$ cat config.mk
export PLATFORM = sky130hd
export DESIGN_NAME = inertial_delay_gate
export DESIGN_NICKNAME = d
export VERILOG_FILES = /design/src/rtl/inertial_delay_gate.sv
export SDC_FILE = /design/constraint.sdc
export NUM_CORES = 1
export LEC_CHECK = 0
export ABC_AREA = 1
export CORE_ASPECT_RATIO = 0.9
export CORE_MARGIN = 4
export CORE_UTILIZATION = 52
export CTS_CLUSTER_SIZE = 28
export DETAILED_ROUTE_END_ITERATION = 10
export PLACE_DENSITY = 0.76
export SYNTH_ARGS = -nofsm -noshare
export SYNTH_HDL_FRONTEND = slang
export SYNTH_SLANG_ARGS = --single-unit
$ cat constraint.sdc
create_clock -name clock -period 1.9 [get_ports clock]
set_input_delay 0.38 -clock clock [delete_from_list [all_inputs] [get_ports clock]]
set_output_delay 0.38 -clock clock [all_outputs]
set_load 0.1 [all_outputs]
$ cat src/rtl/inertial_delay_gate.sv
// rtl/inertial_delay_gate.sv - multi-channel clocked logic gate with inertial-delay glitch filter
// Each channel's output follows its gate result only after it has held for DELAY samples.
module inertial_delay_gate #(
   parameter int                WIDTH     = 4,
   parameter int                DELAY     = 10,
   parameter logic [WIDTH-1:0]  RESET_VAL = '0
) (
   input  logic             clock,
   input  logic             reset,
   input  logic [1:0]       mode,
   input  logic [WIDTH-1:0] in1,
   input  logic [WIDTH-1:0] in2,
   output logic [WIDTH-1:0] out,
   output logic [WIDTH-1:0] changed,
   output logic             busy
);

   localparam int            CW   = (DELAY > 1) ? $clog2(DELAY) : 1;
   localparam logic [CW-1:0] LAST = CW'(DELAY - 1);

   logic [WIDTH-1:0] target;
   logic [WIDTH-1:0] out_nxt;
   logic [WIDTH-1:0] changed_nxt;
   logic             busy_nxt;
   logic [CW-1:0]    cnt     [WIDTH];
   logic [CW-1:0]    cnt_nxt [WIDTH];

   always_comb begin
      target = '0;
      case (mode)
         2'b00: target = in1 & in2;
         2'b01: target = in1 | in2;
         2'b10: target = in1 ^ in2;
         2'b11: target = ~(in1 & in2);
         default: target = '0;
      endcase
   end

   // A sample that agrees with out cancels any pending change; only an
   // unbroken run of DELAY disagreeing samples is allowed through.
   always_comb begin
      out_nxt     = out;
      changed_nxt = '0;
      busy_nxt    = 1'b0;
      for (int i = 0; i < WIDTH; i++) begin
         cnt_nxt[i] = '0;
         if (target[i] != out[i]) begin
            if (cnt[i] == LAST) begin
               out_nxt[i]     = target[i];
               changed_nxt[i] = 1'b1;
            end else begin
               cnt_nxt[i] = cnt[i] + CW'(1);
            end
         end
         if (cnt_nxt[i] != '0) begin
            busy_nxt = 1'b1;
         end
      end
   end

   always_ff @(posedge clock) begin
      if (reset) begin
         out     <= RESET_VAL;
         changed <= '0;
         busy    <= 1'b0;
         for (int i = 0; i < WIDTH; i++) begin
            cnt[i] <= '0;
         end
      end else begin
         out     <= out_nxt;
         changed <= changed_nxt;
         busy    <= busy_nxt;
         for (int i = 0; i < WIDTH; i++) begin
            cnt[i] <= cnt_nxt[i];
         end
      end
   end

endmodule

# [After elaboration in Yosys (flattened, before gate mapping)]
# Memory sizes are Yosys's and may differ from the RTL's.
# Cells that the tools add are included.
[classes] add_sub_neg=4 n_eq_ne=11 mux=24 n_bitwise=12 n_reduce_logical=13
[ops] op="$mux 4" count=12
[ops] op="$add 4x1->4 const B" count=4
[ops] op="$eq 4x4->1 const B" count=4
[ops] op="$pmux 4 s4" count=1
[ops] op="$reduce_bool 4->1" count=4
[ops] op="$mux 1" count=11
[ops] op="$reduce_and 2->1" count=4
[ops] op="$reduce_or 2->1" count=4
[ops] op="$and 4x4->4" count=1
[ops] op="$eq 2x2->1 const B" count=2
[ops] op="$ne 1x1->1" count=4
[ops] op="$not 1->1" count=4
[ops] op="$not 4->4" count=1
[ops] op="$or 1x1->1" count=4
[ops] op="$or 4x4->4" count=1
[ops] op="$xor 4x4->4" count=1
[ops] op="$eq 2x1->1 const B" count=1
[ops] op="$logic_not 2->1" count=1
[word_totals] register_bits=9 mem_bits_rw=16 memories=1
[mem_list] name="cnt" words=4 width=4 rd=4 rd_clocked_by_memory_dff=0 write_ports=4 line_no="25" text="logic [CW-1:0] cnt [WIDTH];"

# [Longest topological paths before layout]
# Gate-level depths: netlist of run 1.
[depth] ltp_word=10 ltp_mapped=11

# [Least setup slack after synthesis of run 1]
# No wires, ideal clock.
[synth_timing] kind="register -> register" start="register out[3]" end="register busy" setup_ns=0.111 arrival_ns=1.488 path_slack_ns=0.301 stages_incl_launch_ff=6 n_path_buf=0 period_less_slack_ns=1.599 path_cell_list="dfxtp_1 -> nand3_1 -> nand3_1 -> nand2_1 -> nor2_1 -> nor2_1"
[synth_via] elab_chain_cells=4
[synth_lines] element="start: declaration" line_no="13" text="output logic [WIDTH-1:0] out,"
[synth_lines] element="start signal: assignment" line_no="70" text="out <= out_nxt;"
[synth_lines] element="$ne 1x1->1" line_no="47" text="if (target[i] != out[i]) begin"
[synth_lines] element="$mux 4" line_no="47"
[synth_lines] element="$reduce_bool 4->1" line_no="55" text="if (cnt_nxt[i] != '0) begin"
[synth_lines] element="$mux 1" line_no="55"
[synth_lines] element="end signal: assignment" line_no="72" text="busy <= busy_nxt;"
[synth_lines] element="end: declaration" line_no="15" text="output logic busy"
# No other way between the ends.
# A chain may end at the register's enable or synchronous reset.

# [Final worst setup path of run 1]
[layout_timing] start="input in1[0]" end="register busy"
[layout_via] elab_chain_cells=10
[layout_lines] element="start: declaration" line_no="11" text="input logic [WIDTH-1:0] in1,"
[layout_lines] element="$and 4x4->4" line_no="31, 34"
[layout_lines] element="$not 4->4" line_no="34" text="2'b11: target = ~(in1 & in2);"
[layout_lines] element="$pmux 4 s4 (*)" line_no="30" text="case (mode)"
[layout_lines] element="$ne 1x1->1 (*)" line_no="47"
[layout_lines] element="$mux 4 (*)" line_no="47"
[layout_lines] element="$reduce_bool 4->1 (*)" line_no="55"
[layout_lines] element="$mux 1 (*) (4 in a row)" line_no="55"
# Every way passes the cells marked *; elsewhere a longest branch is shown, timed or not.

==> qor.yml, run 1 <==
min_path_cells: 1
grt_max_degree: 16
vias: 1360
core-area_sq_mm: 0.002815
ir_drop_v: 0.0002916
start_util_pct: 55.33
power_density_mw_per_mm2: 535.6
ys_warn_count: 0
post_drt_via_cell_ratio: 4.658
cts_buffers: 3
end_kind: "flop"
first_pass_iters: 4
rows: 18
cts_sinks: 25
synthCells: 221
clock_latency_ns: 0.32
cts-root-buf: "clkbuf_4"
seqPwrFrac_pct: 54.6
p_clk_share_pct: 23.8
power.switching_w: 0.0003057
cts_setup_buffers: 0
synth_cell_types: 19
hold_viol_final: 0
gp_congestion: 0.7928
mostFrequentLayoutCells: "48 x inv_1, 33 x nand2_1, 33 x nand3_1, 27 x nor2_1, 25 x dfxtp_1"
fp.dieH_um: 59.93
fmax_mhz: 606.5
p_total_w: 0.001025
relSlewSlack_pct: 78.82
synth_nets: 249
cts_buffer_depth: 2
routed_wl_um: 2654
grt_pass1_vias: 1216
crit_type: "primary input to flop"
synth-seq-area-share_pct: 32.13
n_antenna_cell: 0
tritoncts: "yes"
layout-drive-gt1-share_pct: 16.67
start_kind: "primary input"
ctsHoldBuffers: 0
cts.htree.levels: 1
path_max_fanout: 2
die_area_sq_mm: 0.003937
reg2regPathDepth: 9
setup_viol: 0
rsz0062_at_grt: "false"
detail_route.iter0.violations: 47
finish.net_count: 281
worstPathArrival_ns: 1.87
drv_slew: 0
grt_usage_pct: 15.87
swShare_pct: 29.84
outcome: "finished, final reports clean"
crit_required_ns: 2.12
tightest_slew_ns: 0.3173
synth_area_sq_mm: 0.001558
period_needed_ns: 1.649
grt-ovfl-total: 0
final_common_cell: "inv_1"
p_comb_share_pct: 21.6
ant_nets: 0
port_buffers: 20
power.internal_w: 0.0007188
clk_pin_slew_worst_paths_ns: 0.14
die_w_um: 65.70
place_hpwl_um: 2225
leakagePower_nw: 0.9646
area_delta_synth_final_pct: 22.81
fin_skew_ns: 0.006923
post_cts_resized: 0
drc: 0
finalCritPeriodShare_pct: 86.78
io_pins: 21
drv_cap: 0
synth_seq_cells: 25
grt_pass1_wl_um: 4988
fin_setup_tns_ns: 0
wl_per_cell_um: 9.089
syn_area_per_cell_sq_um: 7.049
hold_path_class: "flop to flop"
antenna_found_initial: 0
cell usage after synthesis:
master,instances,area (sq um)
inv_1,48,180.2
nand2_1,33,123.9
nand3_1,33,165.2
nor2_1,27,101.4
dfxtp_1,25,500.5
ha_1,16,200.2
o21ai_0,8,40.04
nand3_2,5,50.05
a21oi_1,4,20.02
nand4_1,4,25.02
nor3_2,4,40.04
a21oi_2,3,26.28
nand2_2,3,18.77
buf_6,2,22.52
o21ai_2,2,17.52
buf_2,1,5.000
inv_2,1,3.750
o21bai_2,1,11.26
or2_1,1,6.260
power groups by stage:
stage / registers [W] / clock network [W] / logic [W]
CTS: 0.000560 / 0.000251 / 0.000224
detailed placement: 0.000571 / 0 / 0.000222
global route: 0.000563 / 0.000276 / 0.000254
finish: 0.000560 / 0.000243 / 0.000222
global placement: 0.000571 / 0 / 0.000220
floorplan: 0.000582 / 0 / 0.000137
critical path, stage by stage:
cell	delay [ns]
clkdlybuf4s50_1	0.48
inv_1	0.05
ha_1	0.29
nand3_1	0.11
nand2_1	0.07
o21ai_2	0.13
nand2_1	0.09
nand3_1	0.10
nand2_1	0.06
nor2_1	0.08
nor2_1	0.04
registers in the layout, indices dropped and copies added (netlist names):
register,count
cnt,16
busy,1
out,4
changed,4
path summary, 6_finish.rpt:
kind / startpoint / end / slack (ns)
worst max-delay path: in1[0] / busy / 0.25
worst min-delay path: cnt[2][0] / cnt[2][0] / 0.56
worst max register to register: cnt[2][0] / busy / 0.41
worst min register to register: cnt[2][0] / cnt[2][0] / 0.56
metrics by stage:
step                instances  setup slack [ns]  instance area, sq um  utilization (%)  hold WS (ns)
floorplan                 221            0.3010                  1558                -        0.4524
global placement          288          -0.07689                  1883            66.89        0.5381
detailed placement        288          -0.08217                  1883            66.89        0.5432
CTS                       292            0.2613                  1913            67.96        0.5647
global route              292           0.07797                  1913            67.96        0.5927
finish                    292            0.2513                  1913            67.96        0.5588
cell type report:
type	instances	area, sq um
sequential	25	500.5
fill	240	902.1
inverter	49	183.9
tap	40	50.05
clock inverter	1	7.507
clock buffer	3	22.52
timing repair buffer	30	302.8
multi-input combinational	144	845.8
logic make-up (layout without fill, tap and decap cells):
group                      Yosys count  in the layout  synth area share (%)
DFF                                 25             25                 32.13
buffers and inverters               52             83                 13.57
AOI/OAI and AO/OA                   18             18                 7.390
adders and majority gates           16             16                 12.85
and+or+nand+nor                    110            110                 34.06
metal layers:
| layer | wire [um] | GRT usage, % | vias up |
|---|---|---|---|
| li1 | - | - | 759 |
| met1 | 1446 | 22.36 | 579 |
| met2 | 1086 | 24.57 | 20 |
| met3 | 97 | 2.632 | 2 |
| met4 | 24 | 5.325 | 0 |
| met5 | 0 | 0 | - |
No activity file was read; power rests on OpenSTA's default activity.
==> run 2: changes to the inputs <==
--- a/config.mk
+++ b/config.mk
@@ -8,10 +8,10 @@
 export ABC_AREA = 1
 export CORE_ASPECT_RATIO = 0.9
 export CORE_MARGIN = 4
-export CORE_UTILIZATION = 52
+export CORE_UTILIZATION = 54
 export CTS_CLUSTER_SIZE = 28
 export DETAILED_ROUTE_END_ITERATION = 10
-export PLACE_DENSITY = 0.76
+export PLACE_DENSITY = 0.79
 export SYNTH_ARGS = -nofsm -noshare
 export SYNTH_HDL_FRONTEND = slang
 export SYNTH_SLANG_ARGS = --single-unit
==> run 2 against run 1 <==
Against the previous run:
- clock skew is 0.0035 ns lower
- clock power is 5% lower
- count of clock-buffer cells in the layout is 1 higher
- sequential power hardly changed
- worst hold slack better by 0.0070 ns
- critical path type unchanged
- critical endpoint unchanged
- largest cell class unchanged
- largest power group unchanged
==> qor.yml, run 2 (synthesis gave the netlist of run 1 again) <==
outcome: "finished, final reports clean"
crit_buf_inv: 2
grt-ovfl-total: 0
cts_buffers: 3
setup_viol: 0
antenna_found_initial: 0
seqPwrFrac_pct: 55.6
rows: 18
reg2reg_slack_ns: 0.36
min_path_cells: 1
cts-root-buf: "clkbuf_4"
routed_wl_um: 2644
worstPathArrival_ns: 1.89
grt_max_degree: 14
hold_path_class: "flop to flop"
largestRegisters: "cnt (16), changed (4), out (4)"
port_buffers: 20
power.internal_w: 0.0007150
hold_viol_final: 0
worstReg2RegEnd: "busy"
gp_congestion: 0.7638
ir_drop_v: 0.0003846
stdcell_count: 288
grt_usage_pct: 14.80
ant_nets: 0
fmax_mhz: 599.9
io_pins: 21
cts_buffer_depth: 2
tightest_slew_ns: 0.3148
die_w_um: 64.62
clk_pin_slew_worst_paths_ns: 0.13
p_clk_share_pct: 23.0
drv_slew: 0
wl_per_cell_um: 9.181
final_common_cell: "inv_1"
power.switching_w: 0.0002897
hold-path-endpoint: "cnt[0][0]"
power_density_mw_per_mm2: 534.6
n_antenna_cell: 0
crit_required_ns: 2.12
p_total_w: 0.001005
layout-drive-gt1-share_pct: 14.92
p_comb_share_pct: 21.4
grt_pass1_wl_um: 4698
post_cts_resized: 0
detail_route.iter0.violations: 48
first_pass_iters: 4
drv_cap: 0
clock_latency_ns: 0.31
core-area_sq_mm: 0.002748
top_register: "cnt"
cp_cell_sequence: "clkdlybuf4s50_1 > inv_1 > ha_1 > nand3_1 > nand2_1 > o21ai_2 > nand2_1 > nand3_1 > nand2_1 > nor2_1 > nor2_1"
die_area_sq_mm: 0.003809
slowest_stage: "clkdlybuf4s50_1"
crit_top_cell: "nand2_1"
reg2reg_from: "cnt[2][0]"
multi_input_area_sq_um: 845.8
tritoncts: "yes"
place_inst: 284
rsz0062_at_grt: "false"
cts.htree.levels: 1
vias: 1358
place_hpwl_um: 2165
drc: 0
cts_sinks: 25
finish.net_count: 277
grt_pass1_vias: 1163
swShare_pct: 28.83
relSlewSlack_pct: 78.99
reg2regPathDepth: 9
cpPeakStageDelay_ns: 0.49
fillers: 247
finalCritPeriodShare_pct: 87.73
start_util_pct: 56.69
crit_type: "primary input to flop"
mostFrequentLayoutCells: "48 x inv_1, 33 x nand2_1, 33 x nand3_1, 27 x nor2_1, 25 x dfxtp_1"
cts_setup_buffers: 0
largest_reg_flops: 16
start_kind: "primary input"
post_drt_via_cell_ratio: 4.715
ctsHoldBuffers: 0
critical-path-top-delay-family: "simple AND/OR/NAND/NOR gates"
fin_skew_ns: 0.003418
fp.dieH_um: 58.96
leakagePower_nw: 0.9465
path_max_fanout: 2
end_kind: "flop"
hp-start: "cnt[0][0]"
period_needed_ns: 1.667
area_delta_synth_final_pct: 20.64
seq_area_sq_um: 500.5
run 2: changes by cell type in the layout (fill, tap and decap cells not counted), sizes merged:
cell	before	now
buf	19	15
clkbuf	3	4
clkinvlp	1	0
run 2: per-layer routing:
metal / vias up / global-route usage [%] / share of wire [%]
li1: 756 / - / -
met1: 580 / 21.60 / 52
met2: 22 / 23.53 / 44
met3: 0 / 2.099 / 3.9
met4: 0 / 2.711 / 0
met5: - / 0 / 0
run 2: how the worst max path moves through the flow:
stage	to	slack (ns)	depth (start not counted)	startpoint
after floorplan	busy	0.30	5	out[3]
after global placement	busy	-0.09	11	in1[0]
after detailed placement	busy	-0.11	11	in1[0]
after CTS	busy	0.24	11	in1[0]
after global routing	busy	0.15	11	in1[1]
final	busy	0.23	11	in1[0]
run 2: power by group through the flow:
stage          logic [W]  clock network [W]  registers [W]
6_report        0.000215           0.000231       0.000558
5_1_grt         0.000244           0.000260       0.000562
4_1_cts         0.000218           0.000243       0.000559
3_5_place_dp    0.000217                  0       0.000571
3_3_place_gp    0.000213                  0       0.000570
2_1_floorplan   0.000137                  0       0.000582
run 2: area by class of cell:
| type | instances | area share, % |
|---|---|---|
| tap | 40 | 2.663 |
| multi-input combinational | 144 | 45.01 |
| timing repair buffer | 26 | 14.51 |
| sequential | 25 | 26.63 |
| clock buffer | 4 | 1.398 |
| inverter | 49 | 9.787 |
run 2: through the flow:
step | TNS (ns) | util [%] | area [sq um] | hold WS (ns) | setup slack, ns
floorplan | 0 | - | 1558 | 0.4524 | 0.3010
global placement | -0.08883 | 67.44 | 1853 | 0.5498 | -0.08883
detailed placement | -0.1118 | 67.44 | 1853 | 0.5493 | -0.1118
CTS | 0 | 68.40 | 1879 | 0.5733 | 0.2351
global route | 0 | 68.40 | 1879 | 0.5972 | 0.1487
finish | 0 | 68.40 | 1879 | 0.5658 | 0.2331
==> run 3: changes to the inputs <==
--- a/config.mk
+++ b/config.mk
@@ -6,12 +6,14 @@
 export NUM_CORES = 1
 export LEC_CHECK = 0
 export ABC_AREA = 1
+export ABC_CLOCK_PERIOD_IN_PS = 1900
 export CORE_ASPECT_RATIO = 0.9
 export CORE_MARGIN = 4
 export CORE_UTILIZATION = 54
 export CTS_CLUSTER_SIZE = 28
 export DETAILED_ROUTE_END_ITERATION = 10
 export PLACE_DENSITY = 0.79
+export RECOVER_POWER = 100
 export SYNTH_ARGS = -nofsm -noshare
 export SYNTH_HDL_FRONTEND = slang
 export SYNTH_SLANG_ARGS = --single-unit
==> run 3 against run 2 <==
Against the previous run:
- final cell count unchanged
- wire length about the same
- non-clock buffer count unchanged
- combinational power down 3%
- critical path type unchanged
==> qor.yml, run 3 (synthesis gave the netlist of run 1 again) <==
antenna_found_initial: 0
wl_per_cell_um: 9.174
crit_type: "primary input to flop"
cts_sinks: 25
power_density_mw_per_mm2: 560.7
grt_pass1_wl_um: 4698
finish.net_count: 277
period_needed_ns: 1.725
core-area_sq_mm: 0.002748
post_drt_via_cell_ratio: 4.698
drv_cap: 0
relSlewSlack_pct: 63.85
rows: 18
hold_path_class: "flop to flop"
routed_wl_um: 2642
ir_drop_v: 0.0003845
fp.dieH_um: 58.96
cts_setup_buffers: 0
clk_pin_slew_worst_paths_ns: 0.13
first_pass_iters: 4
start_kind: "primary input"
detail_route.iter0.violations: 51
ant_nets: 0
grt-ovfl-total: 0
post_cts_resized: 0
n_antenna_cell: 0
top_register: "cnt"
start_util_pct: 56.69
final_common_cell: "inv_1"
hold_viol_final: 0
gp_congestion: 0.7638
port_buffers: 20
io_pins: 21
grt_usage_pct: 14.80
end_kind: "flop"
final_cell_area_sq_mm: 0.001782
worstPathArrival_ns: 1.94
clock_latency_ns: 0.31
path_max_fanout: 2
largest_reg_flops: 16
cts-root-buf: "clkbuf_4"
finalCritPeriodShare_pct: 90.77
dp_slack_ns: -0.1118
drv_slew: 0
drc: 0
ctsHoldBuffers: 0
crit_required_ns: 2.12
grt_max_degree: 14
die_area_sq_mm: 0.003809
fin_skew_ns: 0.005841
setup_viol: 0
fillers: 261
rsz0062_at_grt: "false"
die_w_um: 64.62
cts_buffers: 3
fmax_mhz: 579.8
tightest_slew_ns: 0.5446
mostFrequentLayoutCells: "48 x inv_1, 38 x nand3_1, 33 x nand2_1, 27 x nor2_1, 25 x dfxtp_1"
tritoncts: "yes"
dpl-instance-area_sq_mm: 0.001853
worst_slack_ns: 0.1753
outcome: "finished, final reports clean"
cts.htree.levels: 1
area_delta_synth_final_pct: 14.38
place_hpwl_um: 2165
grt_pass1_vias: 1163
leakagePower_nw: 0.9192
vias: 1353
largestRegisters: "cnt (16), changed (4), out (4)"
cts_buffer_depth: 2
layout-drive-gt1-share_pct: 12.90
-- run 3: cell count changes in the layout (fill, tap and decap cells not counted) --
cell             before  now
clkdlybuf4s50_1      11    7
clkbuf_2              0    9
buf_12                4    0
dlygate4sd3_1         0    4
nand3_2               5    0
nand3_1              33   38
buf_4                11    6
-- run 3: area by class of cell --
| cell class | instances | area, sq um | area share [%] |
|---|---|---|---|
| multi-input cells | 144 | 820.8 | 46.07 |
| flip-flops and latches | 25 | 500.5 | 28.09 |
| repair buffers | 26 | 200.2 | 11.24 |
| inverters | 49 | 183.9 | 10.32 |
| well taps | 40 | 50.05 | 2.809 |
| clock buffers | 4 | 26.28 | 1.475 |
-- run 3: worst paths after layout --
path,start,to,slack [ns],depth (start not counted)
worst max-delay path,in1[0],busy,0.18,11
worst min-delay path,cnt[0][0],cnt[0][0],0.57,1
worst max register to register,cnt[2][0],busy,0.35,9
worst min register to register,cnt[0][0],cnt[0][0],0.57,1
-- run 3: power by group --
| group | switching, W | internal (W) | leakage [nW] |
|---|---|---|---|
| clock network | 0.000151 | 0.0000819 | 0.0150 |
| registers | 0.0000183 | 0.000540 | 0.203 |
| logic | 0.000119 | 0.0000883 | 0.701 |
-- run 3: worst max-delay path: stages --
cell,delay [ns]
dlygate4sd3_1,0.56
inv_1,0.05
ha_1,0.28
nand3_1,0.10
nand2_1,0.07
o21ai_2,0.13
nand2_1,0.08
nand3_1,0.10
nand2_1,0.06
nor2_1,0.09
nor2_1,0.05
-- run 3: through the flow --
step,power (W),setup TNS (ns),util (%),std cells,hold slack [ns]
after floorplan,0.0007195,0,-,221,0.4524
after global placement,0.0007838,-0.08883,67.44,284,0.5498
after detailed placement,0.0007873,-0.1118,67.44,284,0.5493
after CTS,0.001020,0,68.40,288,0.5733
after global routing,0.001059,0,64.85,288,0.5972
final,0.0009989,0,64.85,288,0.5668
-- run 3: per-layer routing --
layer	global-route usage, %	vias to the layer above	part of all wire (%)
met5	0	-	0
met4	2.711	0	0
met3	2.099	0	3.3
met2	23.53	18	43
met1	21.60	579	53
li1	-	756	-
